==> src/rtl/gir_wb_ctrl.sv <==
// Write-back controller for the integer register file: merges ALU results and
// in-order LSU load responses onto one write port and tracks pending loads.
module gir_wb_ctrl #(
  parameter int unsigned XLEN  = 64,
  parameter int unsigned DEPTH = 4
) (
  input  logic                     clk,
  input  logic                     rst,
  input  logic                     alu_valid,
  input  logic [4:0]               alu_rd,
  input  logic [XLEN-1:0]          alu_data,
  input  logic                     lsu_req_valid,
  input  logic [4:0]               lsu_req_rd,
  output logic                     lsu_req_ready,
  input  logic                     lsu_resp_valid,
  input  logic [XLEN-1:0]          lsu_resp_data,
  output logic                     lsu_resp_ready,
  input  logic [4:0]               rs1,
  input  logic [4:0]               rs2,
  output logic                     rs1_busy,
  output logic                     rs2_busy,
  output logic [4:0]               rd,
  output logic                     rd_wen,
  output logic [XLEN-1:0]          x_rd,
  output logic [$clog2(DEPTH):0]   lsu_outstanding,
  output logic                     wb_err
);

  localparam int unsigned AW = $clog2(DEPTH);
  localparam int unsigned CW = AW + 1;

  logic [4:0]    tag_q [DEPTH];
  logic [AW-1:0] wr_ptr;
  logic [AW-1:0] rd_ptr;
  logic [CW-1:0] count;
  logic [31:0]   busy;
  logic [31:0]   busy_nxt;

  logic          full;
  logic          empty;
  logic          alu_wr;
  logic          push;
  logic          pop;
  logic [4:0]    head_rd;

  // Queue status and handshakes; ALU writes to x0 do not count as traffic.
  always_comb begin
    full           = (count == CW'(DEPTH));
    empty          = (count == '0);
    alu_wr         = alu_valid & (alu_rd != 5'd0);
    head_rd        = tag_q[rd_ptr];
    lsu_req_ready  = ~full & ~busy[lsu_req_rd];
    lsu_resp_ready = ~empty & ~alu_wr;
    push           = lsu_req_valid & lsu_req_ready;
    pop            = lsu_resp_valid & lsu_resp_ready;
    rs1_busy       = busy[rs1];
    rs2_busy       = busy[rs2];
    lsu_outstanding = count;
  end

  // Clear lands with the register-file write; a new reservation wins over it.
  always_comb begin
    busy_nxt = busy;
    if (rd_wen) begin
      busy_nxt[rd] = 1'b0;
    end
    if (push && (lsu_req_rd != 5'd0)) begin
      busy_nxt[lsu_req_rd] = 1'b1;
    end
    busy_nxt[0] = 1'b0;
  end

  // Tag storage needs no reset; validity is carried by the pointers/count.
  always_ff @(posedge clk) begin
    if (push) begin
      tag_q[wr_ptr] <= lsu_req_rd;
    end
  end

  always_ff @(posedge clk or negedge rst) begin
    if (!rst) begin
      wr_ptr <= '0;
      rd_ptr <= '0;
      count  <= '0;
      busy   <= '0;
    end else begin
      busy <= busy_nxt;
      if (push) begin
        wr_ptr <= wr_ptr + AW'(1);
      end
      if (pop) begin
        rd_ptr <= rd_ptr + AW'(1);
      end
      case ({push, pop})
        2'b10:   count <= count + CW'(1);
        2'b01:   count <= count - CW'(1);
        default: count <= count;
      endcase
    end
  end

  // Registered write port; loads targeting x0 are drained without a write.
  always_ff @(posedge clk or negedge rst) begin
    if (!rst) begin
      rd     <= '0;
      rd_wen <= 1'b0;
      x_rd   <= '0;
    end else begin
      rd_wen <= 1'b0;
      if (alu_wr) begin
        rd     <= alu_rd;
        x_rd   <= alu_data;
        rd_wen <= 1'b1;
      end else if (pop && (head_rd != 5'd0)) begin
        rd     <= head_rd;
        x_rd   <= lsu_resp_data;
        rd_wen <= 1'b1;
      end
    end
  end

  // Sticky protocol errors: orphan response, or ALU overwriting a pending load.
  always_ff @(posedge clk or negedge rst) begin
    if (!rst) begin
      wb_err <= 1'b0;
    end else if ((lsu_resp_valid && empty) || (alu_wr && busy[alu_rd])) begin
      wb_err <= 1'b1;
    end
  end

endmodule

==> config.mk <==
export PLATFORM = sky130hd
export DESIGN_NAME = gir_wb_ctrl
export DESIGN_NICKNAME = d
export VERILOG_FILES = /design/src/rtl/gir_wb_ctrl.sv
export SDC_FILE = /design/constraint.sdc
export NUM_CORES = 1
export LEC_CHECK = 0
export BUFFER_PORTS_ARGS = -buffer_cell sky130_fd_sc_hd__buf_4
export CAP_MARGIN = 10
export CORE_AREA = 2 2 132 121
export DETAILED_ROUTE_END_ITERATION = 10
export DIE_AREA = 0 0 134 123
export PLACE_DENSITY = 0.72
export SYNTH_ARGS = -nofsm -noshare
export SYNTH_HDL_FRONTEND = slang
export SYNTH_SLANG_ARGS = --single-unit
export TNS_END_PERCENT = 1
==> constraint.sdc <==
create_clock -name clk -period 3.1 [get_ports clk]
set_input_delay 0.31 -clock clk [delete_from_list [all_inputs] [get_ports clk]]
set_output_delay 0.31 -clock clk [all_outputs]
set_load 0.01 [all_outputs]
Yosys cells after proc, flatten, opt, wreduce, memory -nomap -nowiden --
Memory sizes are Yosys's and may differ from the RTL's. Cells that the tools add are included.
Operators by class: add/sub/neg operators 4, magnitude comparators 7, equal/unequal tests 3, muxes and demuxes 23, bitwise logic cells 12, reduce and logical (&&, ||, !) cells 13
Operators with widths (count):
- 64-bit two-way mux | 2
- 32-bit two-way mux | 2
- 32-bit bitwise AND | 1
- 32-bit inverter | 1
- 32-bit bitwise OR | 1
- 5-bit by 6-bit < comparator with 1-bit output (second input constant) | 5
- 1-bit binary-select mux with 5-bit select | 4
- 5-bit nonzero test | 3
- 1-bit demux with 5-bit select | 2
- 5-bit by 1-bit greater-or-equal comparator with 1-bit output (second input constant) | 2
- 1-bit two-way mux | 10
- 5-bit two-way mux | 2
- 1-bit logical AND | 6
- 3-bit case mux with 2 select lines | 1
- 1-bit bitwise AND | 5
- 2-bit by 1-bit adder with 2-bit output (second input constant) | 2
- 1-bit inverter | 4
- 2-bit nonzero test | 2
- 3-bit by 1-bit adder with 3-bit output (second input constant) | 1
- 3-bit == test (second input constant) | 1
- 3-bit zero test | 1
- 3-bit by 1-bit subtractor with 3-bit output (second input constant) | 1
- 2-bit by 1-bit == test with 1-bit output (second input constant) | 1
- 2-bit == test (second input constant) | 1
- 1-bit logical OR | 1
Storage, ports and cells: bits in registers 109, memory bits (writable) 20, input port bits 153, output and inout port bits 78, logic and storage cells 71, memories 1
Memories:
- tag_q | words 4, bits a word 5, read ports 1, clocked after memory_dff 0, wr ports 1, RTL line 32 | logic [4:0] tag_q [DEPTH];

Longest topological paths before layout --
Gate-level depths: netlist of the first run.
word-level depth 9, mapped depth 14, gate-level depth less buffers 12

Worst setup path before layout of the first run --
No wires, ideal clock.
path type input port to flip-flop, start point input port lsu_req_rd[1], end point register count[2], in the netlist lsu_outstanding[2], data arrival time 2541 ps, data required time 2972 ps, setup slack 432 ps, stages on the path 14, cells stage by stage buf_2 -> buf_2 -> mux4_2 -> inv_1 -> o22ai_1 -> nor4_2 -> and2_1 -> inv_1 -> ha_1 -> inv_1 -> fa_1 -> xor2_1 -> nor2_1 -> xor2_1
On the way: word-level cells in the longest chain between the ends 7
Ends and longest elaborated chain:
- start: declaration | RTL line 13 | input logic [4:0] lsu_req_rd,
- 1-bit binary-select mux with 5-bit select (*) | RTL line 52 | lsu_req_ready = ~full & ~busy[lsu_req_rd];
- 1-bit two-way mux (implied by the code) (*) | RTL line 52
- 1-bit inverter (*) | RTL line 52
- 1-bit bitwise AND (*) | RTL line 52
- 1-bit bitwise AND (*) | RTL line 54 | push = lsu_req_valid & lsu_req_ready;
- 2-bit by 1-bit == test with 1-bit output or 2-bit == test (tied branches) | RTL line 94 | case ({push, pop})
- 3-bit case mux with 2 select lines or 2-bit nonzero test (tied branches)
- end signal: assignment | RTL line 95 | 2'b10: count <= count + CW'(1);
- end signal: assignment | RTL line 96 | 2'b01: count <= count - CW'(1);
- end signal: assignment | RTL line 97 | default: count <= count;
- end: declaration | RTL line 35 | logic [CW-1:0] count;
Mark *: on every way between the ends. The rest lies on a longest branch, timed or not. The select of a mux whose other input is x is not followed. A chain may end at the register's enable or synchronous reset.

Worst setup path in the final report of the first run --
start point register busy[23], end point register count[2], in the netlist lsu_outstanding[2]
On the way: word-level cells in the longest chain between the ends 7
Ends and longest elaborated chain:
- start: declaration | RTL line 36 | logic [31:0] busy;
- start signal: assignment | RTL line 87 | busy <= busy_nxt;
- 1-bit binary-select mux with 5-bit select (*) | RTL line 52
- 1-bit two-way mux (implied by the code) (*) | RTL line 52
- 1-bit inverter (*) | RTL line 52
- 1-bit bitwise AND (*) | RTL line 52
- 1-bit bitwise AND (*) | RTL line 54
- 2-bit by 1-bit == test with 1-bit output or 2-bit == test (tied branches) | RTL line 94
- 3-bit case mux with 2 select lines or 2-bit nonzero test (tied branches)
Marked as above.

==> run metrics, run 1 <==
Crit Path Category=flop to flop; CP Buf/Inv Count=2; largest net degree at the start of global routing=81; Lkg Pwr=4.08 nW; H-tree levels=4; layout cells sized above 1=35.9%; Final Hold Viols=0; Pre-antenna DRT Iters=5; Slew @ Worst Pin=0.735 ns; CTS Root Cell=clkbuf_16; Port Buffers=230; final worst slack=0.216 ns; first-pass GRT wire length=32.2 mm; gr usage total=25.6%; via count=6144; clk buf depth=2; Worst setup SP type=flop; Final #Nets=1034; RSZ-0062 raised after global routing=no; yosys warns=0; initial antenna violation count=0; Area Overhead vs Synth=37.8%; n_diodes=0; max-cap violations=0; CP arrival=3.18 ns; worst-path cell chain=mux4_2, nor2b_1, a2111o_1, nor4_4, and2_1, inv_1, ha_1, inv_1, fa_1, xor2_1, nor2_1, xor2_1; sequential element share of the synthesized area=49.8%; # DRC=0; die area=16500 sq um; post-synth cell types=44; CP max FO=5; HP Class=input port to flop; Cells after Synth=659; final setup fails=0; Mapped Avg Cell Area=10.1 sq um; GPL Wtd Cong=0.898; Place WS=0.134 ns; worst-skew pair later-pin latency=0.42 ns; top_reg_cell synth=dfrtp_1; ANT nets after route=0; minimum clock period=2.88 ns; slowest stage delay, CP=0.47 ns; Fmax=0.347 GHz; post-synthesis async set-or-reset flop share=84.5%; aggregate global routing overflow=0; row count=43; WL final=21.2 mm; Required @ worst endpoint=3.39 ns; starting density of the core=44.2%; Post-synth EDFFs=20; Die Span Y=123 um; vias in the first global route=5819; # IOs=231; Critical Path Sink Type=flop; initial detailed-routing violation count=485; most frequent cells in the layout=buf_4, nand2_1, dfrtp_1; Die W=134 um; Worst-path clk slew=0.06 ns; Worst VDD drop=0.000630 V; commonest non-fill, non-tap cell in the layout=buf_4; wire per inst=19.4 um; mapped cell area=6680 sq um; status=finished clean; core area=15100 sq um; Filler cells=1267; Pwr Density=747 nW/um^2; flops & latches, synth=129; Detailed Place HPWL=15.1 mm; Syn Nets=818; CTS buffer count=17; cell family with most CP delay=simple AND/OR/NAND/NOR gates; clk sinks=129; Relative slew margins=51.0%; Clock Skew=0.0177 ns; Setup TNS Final=0 ns; CTS tree=yes; CP max stage cell=mux4_2; via/cell ratio=5.64; max-slew violation count=0; share of the clock period used by the worst path=93.0%
==> cell usage after synthesis (3+ instances only) <==
library cell    n  area [sq um]
nor3b_1         4          30.0
mux2_2          6          67.6
buf_4           3          22.5
xnor2_1         4          35.0
ha_1            5          62.6
a31oi_1        64           400
inv_1           8          30.0
or3b_2          4          35.0
mux4_2         32           721
o21ai_1         9          45.0
nand3_1         7          35.0
dfrtp_1       109          2730
buf_2          14          70.1
a211oi_1        3          22.5
a22oi_1         4          30.0
buf_1           3          11.3
clkbuf_1       24          90.1
or3_1           4          25.0
and3_1          5          31.3
mux2i_1        14           140
nand2_1       145           544
nor3_1          3          15.0
edfxtp_1       20           601
o21ai_0        61           305
nor2_1         69           259
nand3b_1        9          67.6
==> per-layer routing <==
layer / wire (um) / vias to the layer above / GRT usage (%)
met5: 0 / - / 0
met4: 653 / 0 / 10.4
met3: 2130 / 51 / 7.63
met2: 10000 / 325 / 40.1
met1: 8370 / 2959 / 33.7
li1: - / 2809 / -
==> cell type report <==
type                    count  area (sq um)  share of cell area, %
clock buffers              24           514                   5.58
clock inverters             8          73.8                  0.801
inverters                   9          33.8                  0.367
multi-input cells         476          3150                   34.2
flip-flops and latches    129          3330                   36.1
well taps                 202           253                   2.74
repair buffers            242          1860                   20.2
==> worst register-to-register path, stage by stage (launching register included) <==
cell and delay (ns):
dfrtp_1 0.40, mux4_2 0.47, nor2b_1 0.14, a2111o_1 0.38, nor4_4 0.27, and2_1 0.23, inv_1 0.06, ha_1 0.22
inv_1 0.08, fa_1 0.17, xor2_1 0.14, nor2_1 0.06, xor2_1 0.14
==> timing repair <==
item / 4_1_cts / 5_1_grt
buffers inserted: 0 / 0
gates resized for setup: 0 / 1
endpoints found under the hold margin: 52 / 0
setup endpoints to repair: 0 / 1
hold buffers: 1 / 0
==> state kept, by name (all words and copies together), names as in the netlist <==
signal	cells
busy	31
lsu_outstanding	3
rd	5
rd_ptr	2
rd_wen	1
tag_q	20
wb_err	1
wr_ptr	2
x_rd	64
==> worst paths after layout <==
kind / startpoint / endpoint / slack, ns / cells after the start
max: busy[23]$_DFF_PN0_ / lsu_outstanding[2]$_DFFE_PN0P_ / 0.22 / 12
min: lsu_resp_valid / wb_err$_DFFE_PN0P_ / 0.12 / 2
max reg2reg: busy[23]$_DFF_PN0_ / lsu_outstanding[2]$_DFFE_PN0P_ / 0.22 / 12
min reg2reg: x_rd[17]$_DFFE_PN0P_ / x_rd[17]$_DFFE_PN0P_ / 0.54 / 2
max in group asynchronous: rst / busy[11]$_DFF_PN0_ / 1.90 / 3
min in group asynchronous: rst / rd[1]$_DFFE_PN0P_ / 0.50 / 2
==> stage by stage <==
step / cell area (sq um) / power [mW] / hold slack [ns] / std cells / utilization (%)
3_3_place_gp: 8600 / 4.86 / 0.417 / 1057 / 56.9
6_report: 9210 / 6.88 / 0.122 / 1090 / 60.9
2_1_floorplan: 6680 / 3.92 / 0.0144 / 659 / -
5_1_grt: 9210 / 7.26 / 0.107 / 1090 / 60.9
4_1_cts: 9200 / 6.89 / 0.114 / 1090 / 60.9
3_5_place_dp: 8600 / 4.91 / 0.422 / 1057 / 56.9
==> cell families (layout without fill, tap and decap cells) <==
logic type               count (synthesis)  after routing  synth area share [%]
AND/OR/NAND/NOR                        261            261                  17.5
AO/OA/AOI/OAI                          151            151                  13.3
XOR/XNOR                                 6              6                 0.786
flip-flops                             129            129                  49.8
adder cells (fa/ha/maj)                  6              6                  1.24
multiplexers                            52             52                  13.9
buffers and inverters                   54            283                  3.48
==> power breakdown <==
group / internal [mW] / switching [mW] / total, mW
clock network: 1.24 / 0.724 / 1.96
logic: 1.17 / 1.10 / 2.27
registers: 2.17 / 0.481 / 2.65
Note: power is estimated with default switching activity, not from simulation.
==> inputs of run 2 (changes only) <==
--- a/config.mk
+++ b/config.mk
@@ -5,12 +5,13 @@
 export SDC_FILE = /design/constraint.sdc
 export NUM_CORES = 1
 export LEC_CHECK = 0
+export ABC_AREA = 1
 export BUFFER_PORTS_ARGS = -buffer_cell sky130_fd_sc_hd__buf_4
 export CAP_MARGIN = 10
-export CORE_AREA = 2 2 132 121
+export CORE_AREA = 2 2 140 129
 export DETAILED_ROUTE_END_ITERATION = 10
-export DIE_AREA = 0 0 134 123
-export PLACE_DENSITY = 0.72
+export DIE_AREA = 0 0 142 131
+export PLACE_DENSITY = 0.71
 export SYNTH_ARGS = -nofsm -noshare
 export SYNTH_HDL_FRONTEND = slang
 export SYNTH_SLANG_ARGS = --single-unit
==> run 2 against run 1 <==
  * First-iteration DRC count rose by 31%
  * Register-to-register slack improved by 0.30 ns
  * Sequential share of layout area fell by 2.9 points
  * Fmax rose by 12%
  * Final cell count rose by 41%
  * Critical path type unchanged
==> run metrics, run 2 <==
slowest stage delay, CP=0.51 ns (+0.04 ns); # DRC=0 (unchanged); Levels on crit path=12 (unchanged); Crit Path Category=flop to flop; max reg flops=64 (unchanged); cell family with most CP delay=buffers and inverters; reg-to-reg slack, setup=0.51 ns (+0.30 ns); layout cells sized above 1=23.1% (-13 points); CP most frequent cell=nand2_1; CP max stage cell=buf_4; most frequent cells in the layout=nand2_1, buf_4, dfrtp_1; initial antenna violation count=0 (unchanged); Multi-input gate area=3740 sq um (+19%); max-slew violation count=0 (unchanged); share of the clock period used by the worst path=83.4% (-9.6 points); Die Span Y=131 um (+6.5%); via/cell ratio=5.17 (-8.2%); non-filler cells, final=1534 (+41%); via count=7937 (+29%); clk buf depth=2 (unchanged); Hold Slack=0.136 ns (+0.0138 ns); mapped cell area=7590 sq um (+14%); yosys warns=0 (unchanged); Clock Skew=0.00799 ns (-0.00975 ns); FF-to-FF path depth=12 (unchanged); top_reg_cell synth=dfrtp_1; Pre-antenna DRT Iters=5 (unchanged); Synth top cells by count=nand2_1, dfrtp_1, o21ai_0; Mapped Avg Cell Area=6.95 sq um (-32%); Detailed Place HPWL=18.5 mm (+22%); status=finished clean; Slew @ Worst Pin=0.730 ns (-0.00508 ns); starting density of the core=44.1% (-0.085 points); initial detailed-routing violation count=633 (+31%); worst reg2reg startpoint=rd_ptr[0]$_DFFE_PN0P_; Final #Nets=1464 (+42%); largest net degree at the start of global routing=74 (-8.6%); CP max FO=43 (+38); Syn Nets=1252 (+53%); max-cap violations=0 (unchanged); CP arrival=2.95 ns (-0.23 ns); WL final=25.6 mm (+21%); CTS buffer count=17 (unchanged); sequential element share of the synthesized area=43.8% (-6.0 points); Die W=142 um (+6.0%); Area contributors post-synth=dfrtp_1, nand2_1, edfxtp_1; most common cell in the netlist=nand2_1; Post-synth EDFFs=20 (unchanged); post-synth cell types=30 (-32%); Pwr Density=772 nW/um^2 (+3.3%); Required @ worst endpoint=3.46 ns (+0.07 ns); row count=46 (+7.0%); worst-skew pair later-pin latency=0.43 ns (about the same); RSZ-0062 raised after global routing=no; area share of the largest cell type after synthesis=35.9% (-4.9 points); gr usage total=26.7% (+1.1 points); Biggest register=x_rd; flops & latches, synth=129 (unchanged); commonest non-fill, non-tap cell in the layout=nand2_1; Cells after Synth=1093 (+66%); Port Buffers=230 (unchanged); final instance area=10000 sq um (+8.8%); CP endpoint=x_rd[58]$_DFFE_PN0P_; Worst setup SP type=flop; Worst VDD drop=0.000579 V (-8.0%); Critical path origin=rd_ptr[0]$_DFFE_PN0P_; CTS tree=yes; clk sinks=129 (unchanged); Area Overhead vs Synth=32.0%; Post-DP Area=9380 sq um (+9.1%); GPL Wtd Cong=0.955 (+6.4%); Regs by FF count=x_rd x64, busy x31, tag_q x20; Critical Path Sink Type=flop; CP Buf/Inv Count=3 (+1); Worst-path clk slew=0.06 ns (about the same); vias in the first global route=6853 (+18%); die area=18600 sq um (+13%); utilization after layout=58.2% (-2.7 points); H-tree levels=4 (unchanged); Placed Cells incl. Taps=1501 (+42%); ANT nets after route=0 (unchanged); Filler cells=1651 (+30%); Final Hold Viols=0 (unchanged); Sequential Area=3330 sq um (unchanged); first-pass GRT wire length=38.0 mm (+18%); aggregate global routing overflow=0 (unchanged); post-synthesis async set-or-reset flop share=84.5% (unchanged); HP Class=input port to flop; Yosys top cell by area=dfrtp_1; worst-path cell chain=inv_1, nand2_1, a21oi_1, a21oi_1, nand2_1, nor2_1, nand2_1, nand2_2, inv_2, buf_4, nand2_1, nand2_1; Fmax=0.387 GHz (+12%); Lkg Pwr=5.27 nW (+29%); core area=17200 sq um (+14%); # IOs=231 (unchanged); minimum clock period=2.59 ns (-0.298 ns); CTS Root Cell=clkbuf_16; wire per inst=16.7 um (-14%); final setup fails=0 (unchanged); Setup TNS Final=0 ns (unchanged); Relative slew margins=51.3% (+0.34 points); n_diodes=0 (unchanged); r2r endpoint=x_rd[58]$_DFFE_PN0P_
-- run 2: through the flow --
step,power (mW),setup WS [ns]
floorplan,4.23,0.823
global placement,5.54,0.474
detailed placement,5.59,0.455
CTS,7.74,0.500
global route,8.20,0.181
finish,7.73,0.514
-- run 2: layout make-up --
class | count | area share, %
timing repair buffer | 244 | 18.3
sequential | 129 | 33.2
clock buffer | 19 | 4.53
clock inverter | 13 | 1.74
inverter | 59 | 2.21
tap | 216 | 2.70
multi-input combinational | 854 | 37.3
-- run 2: worst reg2reg max path: stages (launching register included) --
cell and delay, ns:
dfrtp_1 0.50, inv_1 0.34, nand2_1 0.10, a21oi_1 0.14
a21oi_1 0.09, nand2_1 0.10, nor2_1 0.05, nand2_1 0.06
nand2_2 0.06, inv_2 0.36, buf_4 0.51, nand2_1 0.13
nand2_1 0.09
-- run 2: worst min path at each step --
stage,start,to,slack (ns),depth (start not counted)
5_1_grt,lsu_req_rd[2],tag_q[3][2]$_DFFE_PP_,0.12,1
4_1_cts,lsu_req_rd[2],tag_q[3][2]$_DFFE_PP_,0.12,1
6_report,lsu_req_rd[2],tag_q[3][2]$_DFFE_PP_,0.14,1
3_5_place_dp,rst,x_rd[26]$_DFFE_PN0P_,0.41,1
3_3_place_gp,rst,x_rd[26]$_DFFE_PN0P_,0.39,1
2_1_floorplan,rst,busy[10]$_DFF_PN0_,0.01,0
-- run 2: cells by family (layout without fill, tap and decap cells) --
group	Yosys count	after routing	synth area share, %
xor gates and xnor gates	4	4	0.462
DFF	129	129	43.8
and+or+nand+nor	716	716	38.5
adders and majority gates	6	6	1.09
AOI/OAI and AO/OA	128	128	9.23
buffers and inverters	110	335	6.91
-- run 2: per-layer routing --
layer / wire length, um / GRT usage, %
met1: 10900 / 36.0
met2: 12200 / 43.4
met3: 1970 / 6.63
met4: 530 / 7.35
met5: 0 / 0
-- run 2: repair_timing --
| item | CTS | global route |
|---|---|---|
| hold buffers | 1 | 0 |
| endpoints found under the hold margin | 48 | 0 |
| resized for setup | 0 | 0 |
| buffers inserted | 0 | 0 |
-- run 2: power breakdown --
group | total [mW] | internal, mW | switching, mW | leakage (nW)
Combinational | 2.67 | 1.09 | 1.58 | 3.48
Sequential | 2.93 | 2.27 | 0.659 | 1.48
Clock | 2.13 | 1.33 | 0.804 | 0.308
